## config.mk

```make
export PLATFORM = sky130hd
export DESIGN_NAME = sel_capture_fifo
export DESIGN_NICKNAME = d
export VERILOG_FILES = /design/src/rtl/sel_capture_fifo.sv
export SDC_FILE = /design/constraint.sdc
export NUM_CORES = 1
export LEC_CHECK = 0
export ABC_AREA = 1
export CORE_MARGIN = 2
export CORE_UTILIZATION = 45
export CTS_BUF_LIST = sky130_fd_sc_hd__clkbuf_8
export CTS_CLUSTER_DIAMETER = 200
export DETAILED_ROUTE_END_ITERATION = 8
export PLACE_DENSITY = 0.7
export SLEW_MARGIN = 20
export SYNTH_ARGS = -nofsm -noshare
export SYNTH_HDL_FRONTEND = slang
export SYNTH_SLANG_ARGS = --single-unit
```

## constraint.sdc

```tcl
create_clock -name clk -period 3.7 [get_ports clk]
set_clock_uncertainty 0.1 [all_clocks]
set_input_delay 0.555 -clock clk [delete_from_list [all_inputs] [get_ports clk]]
set_output_delay 0.555 -clock clk [all_outputs]
set_load 0.005 [all_outputs]
```

## src/rtl/sel_capture_fifo.sv

```systemverilog
// Capture FIFO: stores din on every clock where sel is high and hands samples
// to a consumer over valid/ready; rejected captures are counted in drop_cnt.
module sel_capture_fifo #(
    parameter int WIDTH = 8,
    parameter int DEPTH = 4
) (
    input  logic                       clk,
    input  logic                       rstn,
    input  logic                       sel,
    input  logic [WIDTH-1:0]           din,
    output logic                       dout_valid,
    input  logic                       dout_ready,
    output logic [WIDTH-1:0]           dout,
    output logic [$clog2(DEPTH):0]     count,
    output logic                       full,
    output logic                       empty,
    output logic [7:0]                 drop_cnt
);

    localparam int AW = $clog2(DEPTH);
    localparam int CW = AW + 1;

    logic [WIDTH-1:0] r_mem [DEPTH];
    logic [AW-1:0]    r_wp;
    logic [AW-1:0]    r_rp;
    logic [CW-1:0]    r_count;
    logic [7:0]       r_drop;

    logic w_full;
    logic w_empty;
    logic w_pop;
    logic w_push;
    logic w_drop;

    assign w_full  = (r_count == CW'(DEPTH));
    assign w_empty = (r_count == '0);
    assign w_pop   = !w_empty && dout_ready;
    // A full FIFO still accepts a capture when the head leaves in the same cycle.
    assign w_push  = sel && (!w_full || w_pop);
    assign w_drop  = sel && w_full && !w_pop;

    // Storage is deliberately left out of reset.
    always_ff @(posedge clk) begin
        if (w_push) begin
            r_mem[r_wp] <= din;
        end
    end

    always_ff @(posedge clk or negedge rstn) begin
        if (!rstn) begin
            r_wp    <= '0;
            r_rp    <= '0;
            r_count <= '0;
            r_drop  <= '0;
        end else begin
            if (w_push) begin
                r_wp <= r_wp + AW'(1);
            end
            if (w_pop) begin
                r_rp <= r_rp + AW'(1);
            end
            case ({w_push, w_pop})
                2'b10:   r_count <= r_count + CW'(1);
                2'b01:   r_count <= r_count - CW'(1);
                default: r_count <= r_count;
            endcase
            if (w_drop && (r_drop != 8'hFF)) begin
                r_drop <= r_drop + 8'd1;
            end
        end
    end

    assign dout_valid = !w_empty;
    assign dout       = w_empty ? '0 : r_mem[r_rp];
    assign count      = r_count;
    assign full       = w_full;
    assign empty      = w_empty;
    assign drop_cnt   = r_drop;

endmodule

```

==> flow_summary.ini <==
[outcome]
outcome = finished clean

[timing]
setup_violations = 0
setup_ws_ns = 0.9836
post-route-period-util = 0.7342
max_slew_margin = 0.4222
finalMaxSlewViolations = 0
setup_tns_ns = 0
clock.fmax_mhz = 368.1
hold_violations = 0
tightest_slew_ns = 0.8636
rsz0062_at_grt = false
period_needed_ns = 2.716

[critical_path]
worstPathArrival_ns = 2.06
path_delay_family = buffers and inverters
crit_fanout = 18
cp_slowest_stage_delay_ns = 0.60
rr_worst_depth = 6
rrSetupSlack_ns = 1.67
cp_slowest_cell = dfrtp_1
path_buf_inv = 2
crit_chain = inv_2, o21ai_0, a21oi_1, clkdlybuf4s50_1
rr_endpoint = r_mem[1][2]
start_kind = flip-flop
critPathKind = flip-flop to primary output
setup.worst_path.end_class = primary output
r2r-start = count[0]
cp.required_ns = 3.04

[yosys]
synth_seq_area_share = 0.6173
synth-seq-cells = 47
yosysTopAreaCell = edfxtp_1
synth_cell_types = 27
yosys_warnings = 0
synthTopCellsByArea = edfxtp_1 44%, dfrtp_1 17%, nor2_1 6.9%
syn-cell-area_sq_um = 2165
avgSynthCellArea_sq_um = 10.51
synthesis.instances = 206
synth.net_count = 224
yosysTopAreaCellShare = 0.4439

[clock_tree]
hold_buffers = 0
post_cts_resized = 0
h-tree-depth = 2
postCtsSetupRepairBufs = 0
cts.clk_slew.worst_paths_ns = 0.08
clock_sinks = 47
cts_max_path_buffers = 2
cts_tree = yes
cts_root_buf = clkbuf_8
clk_latency_ns = 0.29
cts_buffers = 5

[floorplanning]
io_pins = 34
die_h_um = 73.36
num_rows = 25
initial_core_util = 0.4613
die-area_sq_um = 5381
core-area_sq_um = 4692
die_x_um = 73.36

[power_and_ir_drop]
power_density_nw_per_um2 = 730.1
switchingPower_uw = 655.6
share_seq_of_total_power = 0.420
combPwrFrac = 0.392
p_int_mw = 1.281
leakagePower_nw = 1.074
irDropWorstVdd_uv = 272.5
clkPwrFrac = 0.188
power_mw = 1.937
swShare = 0.3386

[final_layout]
drive_gt1_frac = 0.09877
multiInputGateArea_sq_um = 725.7
final_util = 0.5653
layout_commonest_cell = nor2_1
finalNetCount = 260
nFillCells = 431
regArea_sq_um = 1336
area_growth_pct = 22.54
antenna-diode-count = 0
fin_area_sq_um = 2653
final_cell_mix = 40 x nor2_1, 33 x clkdlybuf4s50_1, 32 x edfxtp_1

[global_routing]
gr-total-overflow = 0
grt_max_degree = 19
grt_pass1_vias = 1374
antenna_found_initial = 0
grt_pass1_wl_mm = 6.534
grt_use_total = 0.1610

[drt]
met1Wirelength_mm = 1.893
dr_wl_met2_mm = 1.829
routed_wirelength_mm = 3.903
drc_errors = 0
drt_pass1_iterations = 4
vias = 1448
met3_length_um = 128
final_antenna_net_count = 0
vias_per_cell = 4.875
drt_iter0_drc = 90
top_layer_used = met4
wl_per_cell_um = 13.14

[placed_design]
hpwlAfterDp_mm = 2.730
dpl_worst_slack_ns = 1.040
dpl_cell_area_sq_um = 2540
gp_congestion = 0.7260
port-buffer-count = 33

[worst_hold_path]
whs_path_depth = 2
hold_end = drop_cnt[1]
hold_path_class = flip-flop to flip-flop
hold_start = drop_cnt[1]

[flow_run]
drv_cap = 0
-- cell families after synthesis --
| family | share of synthesized area |
|---|---|
| and+or+nand+nor | 0.1884 |
| xor gates and xnor gates | 0.03642 |
| adders and majority gates | 0.03815 |
| DFF | 0.6173 |
| AOI/OAI and AO/OA | 0.07225 |
| buffers and inverters | 0.04739 |
-- routing by layer --
metal  global-route usage  vias up
met2               0.2392       21
met5                    0        -
met3              0.03567        5
met1               0.2324      677
li1                     -      745
met4              0.06061        0
-- synth_stat cells, drive strengths merged --
cell / count
nor2: 44
fa: 1
o21ai: 19
xnor2: 3
edfxtp: 32
clkinv: 2
xor2: 6
buf: 3
inv: 19
a21oi: 10
clkbuf: 1
nor3: 1
nand3: 7
nand4: 2
dfrtp: 15
nand2: 36
ha: 5
-- state kept, by name, summed over array words and instances, names as in the netlist --
signal,flops
count,3
drop_cnt,8
r_mem,32
r_rp,2
r_wp,2
-- power groups by stage --
stage               Clock, mW  Sequential (mW)  Combinational, mW
CTS                     0.377            0.813              0.771
floorplan                   0            0.766              0.465
finish                  0.365            0.813              0.759
global route            0.397            0.831              0.868
detailed placement          0            0.823              0.768
global placement            0            0.820              0.756
-- worst register-to-register path, cell delays in order (launching register included) --
cell	delay, ns
dfrtp_1	0.42
nor2_2	0.08
nand2_2	0.09
clkinv_2	0.09
nand2_1	0.08
nand2_2	0.11
nor2_1	0.69
-- stage by stage --
stage | hold WS (ns) | instances
3_5_place_dp | 0.4178 | 289
2_1_floorplan | 0.1594 | 206
3_3_place_gp | 0.4185 | 289
4_1_cts | 0.4396 | 297
6_report | 0.4365 | 297
5_1_grt | 0.4751 | 297
-- how the worst max path moves through the flow --
stage / start / end / slack (ns) / cells past startpoint
global route: r_rp[1] / dout[7] / 0.80 / 5
detailed placement: dout_ready / r_mem[1][1] / 1.04 / 5
CTS: r_rp[1] / dout[0] / 0.95 / 5
finish: r_rp[0] / dout[7] / 0.98 / 4
floorplan: r_rp[0] / dout[5] / 2.05 / 5
global placement: dout_ready / r_mem[1][1] / 1.12 / 5
-- layout make-up --
| cell class | instances | area share |
|---|---|---|
| Sequential cell | 47 | 0.5038 |
| Timing Repair Buffer | 33 | 0.1245 |
| Tap cell | 54 | 0.02547 |
| Multi-Input combinational cell | 134 | 0.2736 |
| Clock inverter | 3 | 0.01651 |
| Inverter | 21 | 0.03019 |
| Clock buffer | 5 | 0.02594 |
Note: power is estimated with default switching activity, not from simulation.
